## src/rtl/nbit_cpu_pkg.sv

```systemverilog
// Shared types for the nbit_cpu slice: opcode encoding and controller states.
// The instruction word is {op[1:0], arg[W-1:0]}.
package nbit_cpu_pkg;

  typedef enum logic [1:0] {
    OP_XOR = 2'b00,
    OP_LD  = 2'b01,
    OP_JMP = 2'b10,
    OP_JZ  = 2'b11
  } op_e;

  typedef enum logic [1:0] {
    S_IDLE  = 2'b00,
    S_FETCH = 2'b01,
    S_EXEC  = 2'b10,
    S_HALT  = 2'b11
  } state_e;

  localparam int W_MIN = 2;
  localparam int W_MAX = 16;

endpackage

```

## src/rtl/nbit_alu.sv

```systemverilog
// Combinational next-state datapath: computes the register and pc values an
// instruction produces, and flags jumps that target their own address.
module nbit_alu
  import nbit_cpu_pkg::*;
#(
  parameter int W = 4
) (
  input  logic [W-1:0] reg_in,
  input  logic [W-1:0] pc_in,
  input  op_e          op,
  input  logic [W-1:0] arg,
  output logic [W-1:0] reg_next,
  output logic [W-1:0] pc_next,
  output logic         self_loop
);

  logic [W-1:0] pc_inc;

  // Increment wraps naturally at 2^W.
  assign pc_inc = pc_in + {{(W-1){1'b0}}, 1'b1};

  always_comb begin
    reg_next  = reg_in;
    pc_next   = pc_inc;
    self_loop = 1'b0;
    case (op)
      OP_XOR: reg_next = reg_in ^ arg;
      OP_LD:  reg_next = arg;
      OP_JMP: begin
        pc_next   = arg;
        self_loop = (arg == pc_in);
      end
      OP_JZ: begin
        if (reg_in == '0) begin
          pc_next   = arg;
          self_loop = (arg == pc_in);
        end
      end
      default: begin
        reg_next  = reg_in;
        pc_next   = pc_inc;
        self_loop = 1'b0;
      end
    endcase
  end

endmodule

```

## src/rtl/nbit_cpu.sv

```systemverilog
// Tiny accumulator CPU: IDLE/FETCH/EXEC/HALT controller with an instruction
// fetch handshake; status outputs come straight from flops.
module nbit_cpu
  import nbit_cpu_pkg::*;
#(
  parameter int W = 4
) (
  input  logic         clk,
  input  logic         rst,
  input  logic         start,
  output logic         imem_req,
  output logic [W-1:0] imem_addr,
  input  logic         imem_ack,
  input  logic [W+1:0] imem_data,
  output logic [W-1:0] reg_out,
  output logic [W-1:0] pc_out,
  output logic         busy,
  output logic         halted
);

  state_e       state_q, state_d;
  logic [W-1:0] reg_q, reg_d;
  logic [W-1:0] pc_q, pc_d;
  logic [W+1:0] ir_q, ir_d;
  logic         imem_req_q, busy_q, halted_q;

  logic [W-1:0] alu_reg, alu_pc;
  logic         alu_self_loop;

  nbit_alu #(.W(W)) u_alu (
    .reg_in    (reg_q),
    .pc_in     (pc_q),
    .op        (op_e'(ir_q[W+1:W])),
    .arg       (ir_q[W-1:0]),
    .reg_next  (alu_reg),
    .pc_next   (alu_pc),
    .self_loop (alu_self_loop)
  );

  always_comb begin
    state_d = state_q;
    reg_d   = reg_q;
    pc_d    = pc_q;
    ir_d    = ir_q;
    case (state_q)
      S_IDLE: begin
        if (start) state_d = S_FETCH;
      end
      S_FETCH: begin
        if (imem_ack) begin
          ir_d    = imem_data;
          state_d = S_EXEC;
        end
      end
      S_EXEC: begin
        reg_d   = alu_reg;
        pc_d    = alu_pc;
        state_d = alu_self_loop ? S_HALT : S_FETCH;
      end
      S_HALT: begin
        if (start) begin
          pc_d    = '0;
          state_d = S_FETCH;
        end
      end
      default: state_d = S_IDLE;
    endcase
  end

  // Status flags are registered from the next state so they track state_q exactly.
  always_ff @(posedge clk or posedge rst) begin
    if (rst) begin
      state_q    <= S_IDLE;
      reg_q      <= '0;
      pc_q       <= '0;
      ir_q       <= '0;
      imem_req_q <= 1'b0;
      busy_q     <= 1'b0;
      halted_q   <= 1'b0;
    end else begin
      state_q    <= state_d;
      reg_q      <= reg_d;
      pc_q       <= pc_d;
      ir_q       <= ir_d;
      imem_req_q <= (state_d == S_FETCH);
      busy_q     <= (state_d == S_FETCH) || (state_d == S_EXEC);
      halted_q   <= (state_d == S_HALT);
    end
  end

  assign imem_req  = imem_req_q;
  assign imem_addr = pc_q;
  assign reg_out   = reg_q;
  assign pc_out    = pc_q;
  assign busy      = busy_q;
  assign halted    = halted_q;

endmodule

```

## config.mk

```make
export PLATFORM = sky130hd
export DESIGN_NAME = nbit_cpu
export DESIGN_NICKNAME = d
export VERILOG_FILES = /design/src/rtl/nbit_cpu_pkg.sv /design/src/rtl/nbit_alu.sv /design/src/rtl/nbit_cpu.sv
export SDC_FILE = /design/constraint.sdc
export NUM_CORES = 1
export LEC_CHECK = 0
export CAP_MARGIN = 15
export CORE_UTILIZATION = 43
export CTS_BUF_LIST = sky130_fd_sc_hd__clkbuf_8
export CTS_CLUSTER_SIZE = 14
export DETAILED_ROUTE_END_ITERATION = 8
export PLACE_DENSITY = 0.71
export SLEW_MARGIN = 20
export SYNTH_ARGS = -nofsm -noshare
export SYNTH_HDL_FRONTEND = slang
export SYNTH_SLANG_ARGS = --single-unit
```

## constraint.sdc

```tcl
create_clock -name clk -period 2.6 [get_ports clk]
set_input_delay 0.52 -clock clk [delete_from_list [all_inputs] [get_ports clk]]
set_output_delay 0.52 -clock clk [all_outputs]
set_load 0.05 [all_outputs]
```

==> metrics.yaml <==
cts:
  ctsResizeCount: 0
  cts.clk_slew.worst_paths_ns: 0.07
  cts-root-buf: "clkbuf_8"
  clock_sinks: 19
  numCtsBuffers: 3
  cts_tree: "built"
  worst_skew_pair.late_latency_ns: 0.26
  clockBufferDepth: 2
  cts_max_level: 1
  ctsHoldBuffers: 0
  postCtsSetupRepairBufs: 0
sta:
  fin_tns_setup_ns: 0
  grt_setup_unrepaired: "no"
  maxSlewHeadroom_pct: 52.3
  setup_ws_ns: 0.477
  fin_skew_ns: 0.00297
  max_freq_mhz: 471
  hold_viol: 0
  setup_viol: 0
  tightest_slew_ns: 0.715
  fin_crit_sh_pct: 81.6
  final_max_slew_viol_count: 0
  period_minus_slack_ns: 2.12
synth:
  yosysTopAreaCell: "dfrtp_1"
  seq_area_frac_synth_pct: 45.8
  post_synth_main_area_contributors: "dfrtp_1 46%, ha_1 7.2%, mux2_2 6.5%, a21oi_1 2.9%, mux2i_1 2.9%"
  synth-simple-area-share_pct: 11.2
  synth_top_area_share_pct: 45.8
  syn-num-nets: 116
  syn-cell-area_um2: 1040
  ys_ff_latch: 19
  synthCells: 100
  synthMuxAreaShare_pct: 9.40
  synthAdderAreaFrac_pct: 7.23
  synth_xor_area_share_pct: 3.37
  synth_top_family_by_area: "compound AO/OA/AOI/OAI gates"
  synth.avg_cell_area_um2: 10.4
  synth_compound_area_share_pct: 17.2
  synth_cell_types: 23
  yosysWarnings: 0
global_route:
  grt_pass1_vias: 801
  grt_max_degree: 20
  overflow: 0
  grt_pass1_wl_mm: 3.55
  antenna_found_initial: 0
  grtUsageTotal_pct: 19.3
worst_setup_path:
  worst_path_max_delay_cell: "clkdlybuf4s50_1"
  endpoint_kind: "output pin"
  crit_arrival_ns: 1.60
  path_cells: "clkdlybuf4s50_1"
  crit_fanout: 7
  crit_family: "buffers and inverters"
  critPathBufInv: 1
  cp.required_ns: 2.08
  worstSetupPathType: "register to output pin"
  critPathLaunchType: "register"
  crit_path_max_incr_delay_ns: 0.85
layout:
  fin_util_pct: 59.0
  area_growth_syn_to_layout_pct: 28.1
  layout_common_cells: "24 x clkdlybuf4s50_1, 19 x dfrtp_1, 8 x nand2_1, 8 x inv_1, 7 x nor2_1"
  stdcell_area_um2: 1330
  final_common_cell: "clkdlybuf4s50_1"
  final_nets: 141
  antenna_cells: 0
  drive_above_1_share_pct: 9.68
detailed_routing:
  first_iter_violations: 12
  drc: 0
  vias: 818
  viasPerCell: 5.38
  finalWirelength_mm: 2.07
  dr.pass1.iters: 4
  ant_nets: 0
  wl_per_cell_um: 13.6
floorplan:
  ioPinCount: 25
  rows: 17
  start_util_pct: 46.1
  dieWidth_um: 51.1
  fp.coreArea_um2: 2250
  fp.dieH_um: 51.1
  fp.dieArea_um2: 2620
worst_hold_path:
  hold_path.class: "register to register"
placed_design:
  dp_hpwl_mm: 1.56
  port_buffers: 24
  dpl_cell_area_um2: 1280
  dp_slack_ns: 0.539
  finalWeightedCongestion: 0.811
power:
  power.leakage_nw: 0.580
  vdd_ir_drop_max_v: 0.000932
  powerDensity_nw_per_um2: 1430
  p_total_mw: 1.90
outcome:
  status: "complete, no violations"
run:
  maxCapViolCount: 0
==> report_power, final <==
group | internal (mW) | switching [mW]
registers | 0.429 | 0.196
clock network | 0.107 | 0.102
logic | 0.438 | 0.625
total | 0.974 | 0.923
==> registers in the layout (all words and copies together), names as in the netlist <==
signal     flops
imem_addr      4
halted         1
state_q        2
reg_out        4
busy           1
ir_q           6
imem_req       1
==> stage by stage <==
| stage | hold WS [ns] | cells |
|---|---|---|
| 2_1_floorplan | 0.471 | 100 |
| 3_3_place_gp | 0.582 | 148 |
| 6_report | 0.603 | 152 |
| 5_1_grt | 0.637 | 152 |
| 3_5_place_dp | 0.583 | 148 |
| 4_1_cts | 0.601 | 152 |
==> layer usage <==
layer  vias up  global-route usage, %  wire length (um)
met5         -                      0                 0
met4         0                   9.72                40
met3         5                   4.46                84
met2        24                   32.9              1060
met1       392                   22.4               883
li1        397                      -                 -
==> area by class of cell <==
class,instances,area (um2)
clock inverter,1,5.00
tap,28,35.0
clock buffer,3,41.3
fill,219,925
inverter,8,30.0
sequential,19,475
multi-input combinational,69,503
timing repair buffer,24,240
==> cells by family after synthesis <==
| family | Yosys count |
|---|---|
| buffers and inverters | 12 |
| xor gates and xnor gates | 4 |
| muxes | 9 |
| and+or+nand+nor | 25 |
| DFF | 19 |
| adders and majority gates | 6 |
| AOI/OAI and AO/OA | 25 |
==> final timing paths <==
check	to	start	slack, ns	cells after the start
max	imem_addr[0]	imem_addr[0]	0.48	1
min	reg_out[2]	ir_q[2]	0.60	1
max reg2reg	busy	reg_out[3]	0.53	6
min reg2reg	reg_out[2]	ir_q[2]	0.60	1
max in group asynchronous	state_q[1]	rst	1.46	2
min in group asynchronous	ir_q[0]	rst	0.68	2
==> synthesized netlist by cell type <==
master	number
o22ai_1	3
a31oi_1	3
a21oi_1	6
o41ai_4	1
a311oi_1	2
nand2_1	8
nand2b_1	4
nand3_1	2
ha_1	6
xnor2_1	3
mux2i_1	3
inv_1	8
dfrtp_1	19
nand2_2	1
o41a_1	1
o21ai_0	6
nor2b_1	3
nor2_1	7
mux2_2	6
buf_4	4
xor2_1	1
a22oi_1	1
a22o_1	2
Power figures use the tool's default switching activity.
